$ cat config.mk
export PLATFORM = sky130hd
export DESIGN_NAME = ccd_capture
export DESIGN_NICKNAME = d
export VERILOG_FILES = /design/src/rtl/ccd_pkg.sv /design/src/rtl/ccd_edge_det.sv /design/src/rtl/ccd_capture.sv
export SDC_FILE = /design/constraint.sdc
export NUM_CORES = 1
export LEC_CHECK = 0
export ABC_AREA = 1
export BUFFER_PORTS_ARGS = -buffer_cell sky130_fd_sc_hd__buf_2
export CORE_ASPECT_RATIO = 0.7
export CORE_MARGIN = 1.5
export CORE_UTILIZATION = 56
export DETAILED_ROUTE_END_ITERATION = 6
export PLACE_DENSITY = 0.8
export SYNTH_ARGS = -nofsm -noshare
export SYNTH_HDL_FRONTEND = slang
export SYNTH_SLANG_ARGS = --single-unit
$ cat constraint.sdc
create_clock -name iCLK -period 1.9 [get_ports iCLK]
set_clock_uncertainty 0.15 [all_clocks]
set_input_delay 0.095 -clock iCLK [delete_from_list [all_inputs] [get_ports iCLK]]
set_output_delay 0.095 -clock iCLK [all_outputs]
set_load 0.1 [all_outputs]
$ cat src/rtl/ccd_pkg.sv
// ccd_pkg: types and constants for the sensor capture front end.
// Holds the capture FSM state type and the default widths shared with the
// downstream Bayer-to-grayscale / edge-filter stage.
package ccd_pkg;

    localparam int CCD_DATA_W     = 12;    // sensor pixel width
    localparam int CCD_X_W        = 11;    // column coordinate width
    localparam int CCD_Y_W        = 11;    // row coordinate width
    localparam int CCD_LINE_WIDTH = 1280;  // active pixels per line
    localparam int CCD_FRAME_W    = 32;    // completed-frame counter width

    typedef enum logic [1:0] {
        IDLE,
        SYNC,
        WAIT_SOF,
        ACTIVE
    } ccd_state_t;

endpackage

$ cat src/rtl/ccd_edge_det.sv
// ccd_edge_det: 1-bit rise/fall detector.
// Compares the input with its value on the previous clock.
// Ports:
//   iCLK    pixel clock
//   iRST    synchronous active-high reset (history returns to RESET_VAL)
//   i_sig   signal to watch (already registered by the caller)
//   o_rise  i_sig is 1 now and was 0 last cycle
//   o_fall  i_sig is 0 now and was 1 last cycle
module ccd_edge_det #(
    parameter logic RESET_VAL = 1'b0
) (
    input  logic iCLK,
    input  logic iRST,
    input  logic i_sig,
    output logic o_rise,
    output logic o_fall
);

    logic r_prev;

    always_ff @(posedge iCLK) begin
        if (iRST) begin
            r_prev <= RESET_VAL;
        end else begin
            r_prev <= i_sig;
        end
    end

    assign o_rise = i_sig & ~r_prev;
    assign o_fall = ~i_sig & r_prev;

endmodule

$ cat src/rtl/ccd_capture.sv
// ccd_capture: camera sensor capture stage.
// Registers the raw sensor bus, gates capture with start/stop commands so that
// only whole frames are forwarded, and generates per-pixel column/row
// coordinates plus the data-valid strobe for the downstream filter stage.
// Ports:
//   iCLK, iRST          pixel clock, synchronous active-high reset
//   iDATA, iFVAL, iLVAL raw sensor pixel, frame valid, line valid
//   iSTART, iEND        one-cycle arm / stop commands (iEND wins on a tie)
//   oDATA, oDVAL        registered pixel and its valid strobe
//   oX_Cont, oY_Cont    coordinates of the pixel on oDATA (held while invalid)
//   oFrame_Cont         count of completed captured frames
//   oBusy               high whenever the FSM is not IDLE
module ccd_capture
    import ccd_pkg::*;
#(
    parameter int DATA_W     = CCD_DATA_W,
    parameter int X_W        = CCD_X_W,
    parameter int Y_W        = CCD_Y_W,
    parameter int LINE_WIDTH = CCD_LINE_WIDTH
) (
    input  logic                   iCLK,
    input  logic                   iRST,
    input  logic [DATA_W-1:0]      iDATA,
    input  logic                   iFVAL,
    input  logic                   iLVAL,
    input  logic                   iSTART,
    input  logic                   iEND,
    output logic [DATA_W-1:0]      oDATA,
    output logic                   oDVAL,
    output logic [X_W-1:0]         oX_Cont,
    output logic [Y_W-1:0]         oY_Cont,
    output logic [CCD_FRAME_W-1:0] oFrame_Cont,
    output logic                   oBusy
);

    localparam logic [X_W-1:0] X_LAST = X_W'(LINE_WIDTH - 1);

    // Stage 1: registered copies of the sensor bus
    logic [DATA_W-1:0] r_mdata;
    logic              r_mfval;
    logic              r_mlval;

    always_ff @(posedge iCLK) begin
        if (iRST) begin
            r_mdata <= '0;
            r_mfval <= 1'b0;
            r_mlval <= 1'b0;
        end else begin
            r_mdata <= iDATA;
            r_mfval <= iFVAL;
            r_mlval <= iLVAL;
        end
    end

    logic w_fval_rise;
    logic w_fval_fall;
    logic w_lval_rise_unused;
    logic w_lval_fall;

    ccd_edge_det #(.RESET_VAL(1'b0)) u_fval_edge (
        .iCLK   (iCLK),
        .iRST   (iRST),
        .i_sig  (r_mfval),
        .o_rise (w_fval_rise),
        .o_fall (w_fval_fall)
    );

    ccd_edge_det #(.RESET_VAL(1'b0)) u_lval_edge (
        .iCLK   (iCLK),
        .iRST   (iRST),
        .i_sig  (r_mlval),
        .o_rise (w_lval_rise_unused),
        .o_fall (w_lval_fall)
    );

    // Stage 2: FSM, coordinate counters and output registers
    ccd_state_t             r_state;
    logic                   r_stop_pend;
    logic [X_W-1:0]         r_x;        // coordinate the next valid pixel takes
    logic [Y_W-1:0]         r_y;
    logic [DATA_W-1:0]      r_data;
    logic                   r_dval;
    logic [X_W-1:0]         r_xo;
    logic [Y_W-1:0]         r_yo;
    logic [CCD_FRAME_W-1:0] r_frame;
    logic                   w_pix_valid;

    assign w_pix_valid = (r_state == ACTIVE) && r_mlval;

    always_ff @(posedge iCLK) begin
        if (iRST) begin
            r_state     <= IDLE;
            r_stop_pend <= 1'b0;
            r_x         <= '0;
            r_y         <= '0;
            r_data      <= '0;
            r_dval      <= 1'b0;
            r_xo        <= '0;
            r_yo        <= '0;
            r_frame     <= '0;
        end else begin
            r_data <= r_mdata;
            r_dval <= w_pix_valid;
            if (w_pix_valid) begin
                r_xo <= r_x;
                r_yo <= r_y;
            end

            case (r_state)
                IDLE: begin
                    if (iSTART && !iEND) begin
                        r_state <= SYNC;
                    end
                end
                SYNC: begin
                    // Let any frame already in flight pass before arming
                    if (iEND) begin
                        r_state <= IDLE;
                    end else if (!r_mfval) begin
                        r_state <= WAIT_SOF;
                    end
                end
                WAIT_SOF: begin
                    if (iEND) begin
                        r_state <= IDLE;
                    end else if (w_fval_rise) begin
                        r_state <= ACTIVE;
                        r_x     <= '0;
                        r_y     <= '0;
                    end
                end
                ACTIVE: begin
                    if (iEND) begin
                        r_stop_pend <= 1'b1;
                    end
                    if (w_fval_fall) begin
                        r_frame     <= r_frame + CCD_FRAME_W'(1);
                        r_x         <= '0;
                        r_y         <= '0;
                        r_stop_pend <= 1'b0;
                        // A stop arriving on the closing cycle still ends capture
                        r_state     <= (r_stop_pend || iEND) ? IDLE : WAIT_SOF;
                    end else if (w_pix_valid) begin
                        if (r_x == X_LAST) begin
                            r_x <= '0;
                            r_y <= r_y + Y_W'(1);
                        end else begin
                            r_x <= r_x + X_W'(1);
                        end
                    end else if (w_lval_fall && (r_x != '0)) begin
                        // Short line: next line still starts at column 0
                        r_x <= '0;
                        r_y <= r_y + Y_W'(1);
                    end
                end
                default: r_state <= IDLE;
            endcase
        end
    end

    assign oDATA       = r_data;
    assign oDVAL       = r_dval;
    assign oX_Cont     = r_xo;
    assign oY_Cont     = r_yo;
    assign oFrame_Cont = r_frame;
    assign oBusy       = (r_state != IDLE);

endmodule

==> impl_metrics.ini, run 1 <==
[outcome]
status = complete, no violations

[place]
gp_congestion = 0.9233
port_buffers = 85
hpwlAfterDp_mm = 8.384
place_ws_ns = 0.03986

[cts]
cts_sinks = 108
clock_path_buffers = 2
cts_htree_levels = 3
cts-buffers-inserted = 9
clk_latency_ns = 0.35
cts_tree = done
cts-root-buf = clkbuf_16
clk_pin_slew_ns = 0.07

[synth]
yosysUniqueCellTypes = 43
synth_edf_count = 0
ys_warn_count = 0
synthesis.area_um2 = 5014
synth-async-reset-ratio_pct = 0
netlist_instances = 696
synth_ff_type = dfxtp_1
ys_seq_area_share_pct = 43.12
ys_seq_elements = 108
avgSynthCellArea_um2 = 7.203
synth_fp_nets = 718

[routing]
drtPass1Iterations = 5
via_per_inst = 5.211
drt_iter0_markers = 400
drtAntennaViolNets = 0
drc = 0
wl_mm = 11.98
num_vias = 4815
routedWlPerCell_um = 12.97

[cells_and_area]
final_cell_mix = nand2_1, nor2_1, inv_1
drive_gt1_share_pct = 23.51
final_common_cell = nand2_1
n_antenna_cell = 0
fin_nets = 821
area_delta_synth_final_pct = 22.31

[sta]
finalHoldViolations = 0
finalSetupViolCount = 0
whs_ns = 0.2501
drv_slew = 0
fmax_ghz = 0.5577
slew_headroom_pct = 66.72
fin_ws_ns = 0.1068
timing.final.crit_share_pct = 94.38
tightest_slew_ns = 0.5027
rsz0062_at_grt = true
min_period_ns = 1.793

[critical_path]
endpoint_kind = flop
crit_path_start_kind = flop
r2r_cells = 8
crit_fanout = 5
worstPathRequired_ns = 1.97
crit_type = flop to flop
arrival_ns = 1.87

[floorplanning]
ios = 86
die_x_um = 116.1
die-area_um2 = 9539
die_height_um = 82.17
start_util_pct = 58.41
coreArea_um2 = 8583
std_cell_rows = 28

[power_and_ir_drop]
p_int_w = 0.003509
comb_power_share_pct = 18.0
p_switching_w = 0.001649
p_per_area_nw_per_um2 = 841.2
p_clk_share_pct = 34.9
switching_share_pct = 31.97
p_leak_nw = 2.752
p_seq_share_pct = 47.0
peakVddDrop_mv = 0.6444

[grt]
grt_pass1_wl_mm = 18.65
gr-total-overflow = 0
grt_use_total_pct = 25.08
grt_max_degree = 49
antenna_found_initial = 0
grt_pass1_vias = 4066

[min_path]
whs_path_depth = 2
hp-class = flop to flop

[run]
drv_cap = 0
## final timing paths
| check | startpoint | to | slack, ns |
|---|---|---|---|
| setup / recovery | oFrame_Cont[0] | oFrame_Cont[20] | 0.11 |
| hold / removal | r_mdata[3] | oDATA[3] | 0.25 |
| setup reg to reg | oFrame_Cont[0] | oFrame_Cont[20] | 0.11 |
| hold reg to reg | r_mdata[3] | oDATA[3] | 0.25 |
## registers in the layout, indices dropped and copies added (netlist names)
name                flops
u_fval_edge.r_prev      1
r_y                    11
r_x                    11
r_mfval                 1
r_mdata                12
oDATA                  12
oFrame_Cont            32
oX_Cont                11
r_state                 2
oDVAL                   1
r_mlval                 1
oY_Cont                11
r_stop_pend             1
u_lval_edge.r_prev      1
## metrics by stage
stage	util [%]	cells	power, W	TNS, ns	instance area [um^2]
6_report	71.44	924	0.005158	0	6132
2_1_floorplan	-	696	0.003202	0	5065
5_1_grt	71.44	924	0.005367	-0.07579	6132
3_5_place_dp	65.36	888	0.003353	0	5610
4_1_cts	70.69	921	0.005161	0	6067
3_3_place_gp	65.36	888	0.003328	0	5610
## worst max-delay path, cell delays in order (launching register included)
cell and delay, ns:
dfxtp_4 0.37, ha_1 0.25, nand3_4 0.14, nor3_4 0.28, nand3_2 0.15, nor2_4 0.14, nand3_1 0.08, nand2_1 0.07
nor2_1 0.04
## timing repair
item,4_1_cts,5_1_grt
buffers inserted,0,2
gates resized for setup,0,8
hold buffers,17,0
endpoints found under the hold margin,24,0
setup endpoints to repair,0,17
## routing by layer
metal | vias to the layer above | track usage, % | wire length, um
met5 | - | 0 | 0
met4 | 0 | 6.707 | 76
met3 | 8 | 7.299 | 1017
met2 | 196 | 40.82 | 5528
met1 | 2194 | 32.91 | 5358
li1 | 2417 | - | -
## Yosys cell counts (2+ instances only)
cell type	number	area (um^2)
xor2_1	8	70.07
nor2_1	125	469.2
o21a_1	2	15.01
nand4_1	18	112.6
a21oi_1	48	240.2
nor2_2	3	18.77
ha_1	4	50.05
clkbuf_1	11	41.29
nand3_4	3	52.55
nand2_2	9	56.30
nand3b_1	4	30.03
nand2_4	5	56.30
buf_2	5	25.02
a21oi_2	3	26.28
nand3_2	4	40.04
buf_6	2	22.52
nor3_1	9	45.04
dfxtp_1	108	2162
xnor2_1	2	17.52
o21ai_0	34	170.2
nor3_4	2	32.53
nand3_1	34	170.2
o21bai_1	2	15.01
inv_1	90	337.8
nor2_4	8	90.09
a211oi_1	2	15.01
nand2_1	135	506.7
## power by group through the flow
stage	Clock [W]	Combinational [W]	Sequential (W)
after CTS	0.00183	0.000904	0.00243
after floorplan	0	0.000499	0.00270
final	0.00180	0.000929	0.00243
after detailed placement	0	0.000874	0.00248
after global placement	0	0.000855	0.00247
after global routing	0.00192	0.00101	0.00244
## cell families (layout without fill, tap and decap cells)
kind of cell	after synthesis	in the layout	synth area share (%)
simple gates	363	364	34.44
buf+inv	114	221	9.109
flops	108	108	43.12
compound gates	97	97	10.58
xor+xnor	10	10	1.747
fa+ha+maj	4	4	0.9983
## layout make-up
cell class | count | area, um^2
Timing Repair Buffer | 112 | 683.2
Fill cell | 677 | 2451
Clock inverter | 6 | 47.55
Multi-Input combinational cell | 475 | 2447
Clock buffer | 10 | 239.0
Tap cell | 120 | 150.1
Inverter | 93 | 351.6
Sequential cell | 108 | 2213
No activity file was read; power rests on OpenSTA's default activity.
==> inputs of run 2 (changes only) <==
--- a/config.mk
+++ b/config.mk
@@ -12,6 +12,7 @@
 export CORE_UTILIZATION = 56
 export DETAILED_ROUTE_END_ITERATION = 6
 export PLACE_DENSITY = 0.8
+export REMOVE_ABC_BUFFERS = 1
 export SYNTH_ARGS = -nofsm -noshare
 export SYNTH_HDL_FRONTEND = slang
 export SYNTH_SLANG_ARGS = --single-unit
==> impl_metrics.ini, run 2 (synthesis results as in run 1) <==
[outcome]
status = complete, no violations

[floorplanning]
die_x_um = 116.1
ios = 86
start_util_pct = 58.41
die_height_um = 82.17
std_cell_rows = 28
coreArea_um2 = 8583
die-area_um2 = 9539

[sta]
tightest_slew_ns = 0.6775
finalHoldViolations = 0
fmax_ghz = 0.5514
finalSetupViolCount = 0
fin_setup_tns_ns = 0
slew_headroom_pct = 54.83
min_period_ns = 1.814
timing.final.crit_share_pct = 95.46
drv_slew = 0
rsz0062_at_grt = false

[critical_path]
endpoint_kind = flop
arrival_ns = 1.88
crit_end = oFrame_Cont[15]
crit_fanout = 5
worstPathRequired_ns = 1.96
crit_type = flop to flop
r2r_cells = 7
rr_endpoint = oFrame_Cont[15]
crit_start = oFrame_Cont[10]
crit_path_start_kind = flop
rrSetupSlack_ns = 0.09
rr_startpoint = oFrame_Cont[10]

[cts]
cts_sinks = 108
cts-root-buf = clkbuf_16
clk_latency_ns = 0.35
clock_path_buffers = 2
cts_tree = done
cts-buffers-inserted = 9
clk_pin_slew_ns = 0.07
cts_htree_levels = 3

[routing]
drc = 0
wl_mm = 12.01
drt_iter0_markers = 331
drtPass1Iterations = 5
routedWlPerCell_um = 12.97
drtAntennaViolNets = 0
num_vias = 4755
via_per_inst = 5.135

[cells_and_area]
area_delta_synth_final_pct = 22.61
n_antenna_cell = 0
fin_nets = 823
drive_gt1_share_pct = 21.22
final_common_cell = nand2_1
fill_cells = 704
multi_input_area_um2 = 2466
final_cell_mix = nand2_1, nor2_1, dfxtp_1
largest_reg_flops = 32
seq_area_um2 = 2170
fin_area_um2 = 6147

[grt]
grt-busiest-layer = met2
gr-total-overflow = 0
grt_max_degree = 63
gr-usage-met3_pct = 5.912
grt_use_met1_pct = 36.34
use_met2_pct = 39.53
grt_pass1_wl_mm = 19.34
antenna_found_initial = 0
grt_use_total_pct = 25.87
grt_pass1_vias = 4178

[power_and_ir_drop]
switching_share_pct = 30.63
comb_power_share_pct = 17.6
p_per_area_nw_per_um2 = 854.8
p_clk_share_pct = 35.9
peakVddDrop_mv = 0.6760
p_switching_w = 0.001610
p_seq_share_pct = 46.5
p_leak_nw = 2.774
p_int_w = 0.003645

[place]
gp_congestion = 0.9578
port_buffers = 85
place_area_um2 = 5594
hpwlAfterDp_mm = 8.355

[min_path]
hp-class = primary input to flop

[run]
drv_cap = 0
==> run 2: power groups by stage <==
stage	logic, W	registers [W]	clock network (W)
after floorplan	0.000454	0.00271	0
after detailed placement	0.000875	0.00249	0
after global routing	0.00101	0.00245	0.00199
final	0.000927	0.00244	0.00189
after CTS	0.000913	0.00244	0.00191
after global placement	0.000850	0.00248	0
==> run 2: timing repair <==
| action | in CTS | in global routing |
|---|---|---|
| setup endpoints to repair | 1 | 28 |
| hold buffers | 16 | 0 |
| cloned | 1 | 0 |
| endpoints found under the hold margin | 16 | 0 |
| setup buffers | 0 | 2 |
| resized for setup | 0 | 18 |
| pin swaps | 1 | 3 |
==> run 2: critical path, stage by stage, from the launching register on <==
cell and delay [ns]:
dfxtp_1 0.42, nand2_1 0.12, nor2_1 0.30, nand3_1 0.20, nor3_4 0.26, nand2_1 0.08, o21ai_0 0.09, nor2_1 0.06
==> run 2: final cells by class <==
cell class,instances,share of cell area [%]
Clock buffer,10,3.888
Sequential cell,108,35.29
Timing Repair Buffer,114,11.52
Inverter,93,5.720
Tap cell,120,2.442
Multi-Input combinational cell,475,40.12
Clock inverter,6,1.018
==> run 2: routing by layer <==
layer | wire length (um) | vias to the layer above
li1 | - | 2423
met1 | 5653 | 2155
met2 | 5303 | 167
met3 | 937 | 10
met4 | 116 | 0
met5 | 0 | -
==> run 2: how the worst min path moves through the flow <==
stage               startpoint         end  cells after the start
finish                    iRST      r_y[7]                      4
global route              iRST      r_y[7]                      4
CTS                       iRST      r_y[7]                      4
detailed placement    iDATA[0]  r_mdata[0]                      3
global placement      iDATA[2]  r_mdata[2]                      3
floorplan                 iRST      r_y[1]                      1
==> run 2: per-stage QoR <==
stage / utilization, % / power [W] / setup WS [ns] / cells / hold slack (ns)
global placement: 65.17 / 0.003332 / 0.1288 / 891 / 0.1420
global route: 71.62 / 0.005455 / 0.001185 / 926 / 0.1029
detailed placement: 65.17 / 0.003363 / 0.01248 / 891 / 0.1508
CTS: 70.67 / 0.005256 / 0.02815 / 924 / 0.06594
floorplan: - / 0.003165 / -0.6387 / 675 / 0.007445
finish: 71.62 / 0.005255 / 0.08635 / 926 / 0.07557
==> inputs of run 3 (changes only) <==
--- a/config.mk
+++ b/config.mk
@@ -9,9 +9,8 @@
 export BUFFER_PORTS_ARGS = -buffer_cell sky130_fd_sc_hd__buf_2
 export CORE_ASPECT_RATIO = 0.7
 export CORE_MARGIN = 1.5
-export CORE_UTILIZATION = 56
+export CORE_UTILIZATION = 35
 export DETAILED_ROUTE_END_ITERATION = 6
-export PLACE_DENSITY = 0.8
 export REMOVE_ABC_BUFFERS = 1
 export SYNTH_ARGS = -nofsm -noshare
 export SYNTH_HDL_FRONTEND = slang
==> impl_metrics.ini, run 3 (synthesis results as in run 1) <==
[sta]
drv_slew = 0
fin_ws_ns = 0.1238
finalHoldViolations = 0
slew_headroom_pct = 66.40
fmax_ghz = 0.5630
whs_ns = 0.2531
min_period_ns = 1.776
finalSetupViolCount = 0
rsz0062_at_grt = true
tightest_slew_ns = 0.5075
timing.final.crit_share_pct = 93.48

[cells_and_area]
fin_area_um2 = 6295
area_delta_synth_final_pct = 25.56
n_antenna_cell = 0
largest_reg_flops = 32
final_common_cell = nand2_1
final_cell_mix = nand2_1, nor2_1, dfxtp_1
fill_cells = 1446
fin_nets = 836
finalNonFillerCells = 1009
drive_gt1_share_pct = 22.34

[place]
place_ws_ns = 0.06988
place_area_um2 = 5772
dp_cells = 973
hpwlAfterDp_mm = 8.881
gp_congestion = 0.8081
port_buffers = 85

[floorplanning]
ios = 86
die-area_um2 = 15060
start_util_pct = 35.91
die_x_um = 146.1
coreArea_um2 = 13960
std_cell_rows = 36
die_height_um = 103.1

[grt]
grt_max_degree = 59
grt_use_total_pct = 16.55
antenna_found_initial = 0
grt_pass1_wl_mm = 19.92
gr-total-overflow = 0
grt_pass1_vias = 3893

[routing]
wl_mm = 12.45
drc = 0
drtAntennaViolNets = 0
num_vias = 4601
routedWlPerCell_um = 12.33
via_per_inst = 4.560
drt_iter0_markers = 278
drtPass1Iterations = 5

[critical_path]
crit_fanout = 5
endpoint_kind = flop
worstPathRequired_ns = 1.99
crit_type = flop to flop
arrival_ns = 1.87
crit_path_start_kind = flop

[cts]
clk_latency_ns = 0.35
cts-buffers-inserted = 9
cts_tree = done
clk_pin_slew_ns = 0.08
cts_htree_levels = 3
cts-root-buf = clkbuf_16
cts_sinks = 108
clock_path_buffers = 2

[power_and_ir_drop]
peakVddDrop_mv = 0.4924
p_leak_nw = 2.806
p_per_area_nw_per_um2 = 819.1

[outcome]
status = complete, no violations

[run]
drv_cap = 0

[min_path]
hp-class = flop to flop
-- run 3: changes by cell type in the layout (fill, tap and decap cells not counted), sizes merged --
cell / before / now
dlygate4sd3: 16 / 17
buf: 98 / 110
inv: 93 / 94
bufinv: 1 / 0
clkinv: 5 / 3
clkinvlp: 0 / 3
clkbuf: 10 / 9
-- run 3: critical path, stage by stage (launching register included) --
cell     delay [ns]
dfxtp_2        0.37
ha_2           0.21
nand3_2        0.14
nor3_4         0.26
buf_4          0.16
nand2_1        0.09
nor2_2         0.12
a21oi_1        0.07
o21a_1         0.11
-- run 3: path summary, 6_finish.rpt --
check / from / to / slack, ns / depth (start not counted)
max: oFrame_Cont[0] / oFrame_Cont[10] / 0.12 / 8
min: r_mdata[6] / oDATA[6] / 0.25 / 2
max reg2reg: oFrame_Cont[0] / oFrame_Cont[10] / 0.12 / 8
min reg2reg: r_mdata[6] / oDATA[6] / 0.25 / 2
-- run 3: cell type report --
type | instances | area [um^2] | share of cell area, %
clock buffers | 9 | 225.2 | 3.578
clock inverters | 7 | 50.05 | 0.7951
well taps | 190 | 237.7 | 3.777
multi-input cells | 475 | 2454 | 38.98
inverters | 93 | 351.6 | 5.585
repair buffers | 127 | 808.3 | 12.84
flip-flops and latches | 108 | 2168 | 34.45
-- run 3: routing by layer --
layer	vias up	part of all wire, %	track usage, %
met3	11	4.4	3.761
li1	2448	-	-
met2	92	39	22.93
met1	2050	56	25.53
met4	0	0.87	3.730
met5	-	0	0
-- run 3: report_power, final --
group | total (W) | internal (W) | switching [W]
Clock | 0.00177 | 0.000895 | 0.000874
Sequential | 0.00243 | 0.00236 | 0.0000693
Combinational | 0.000958 | 0.000244 | 0.000714
Total | 0.00516 | 0.00350 | 0.00166
-- run 3: repair_timing --
action | CTS | global route
setup endpoints to repair | 0 | 27
hold buffers | 17 | 0
buffers inserted | 0 | 2
hold endpoints to repair | 20 | 0
resized for setup | 0 | 15
-- run 3: through the flow --
step / TNS [ns] / power [W] / utilization (%)
after global routing: -0.1051 / 0.005408 / 45.08
final: 0 / 0.005156 / 45.08
after CTS: 0 / 0.005204 / 44.53
after detailed placement: 0 / 0.003392 / 41.34
after floorplan: -25.62 / 0.003165 / -
after global placement: 0 / 0.003390 / 41.34
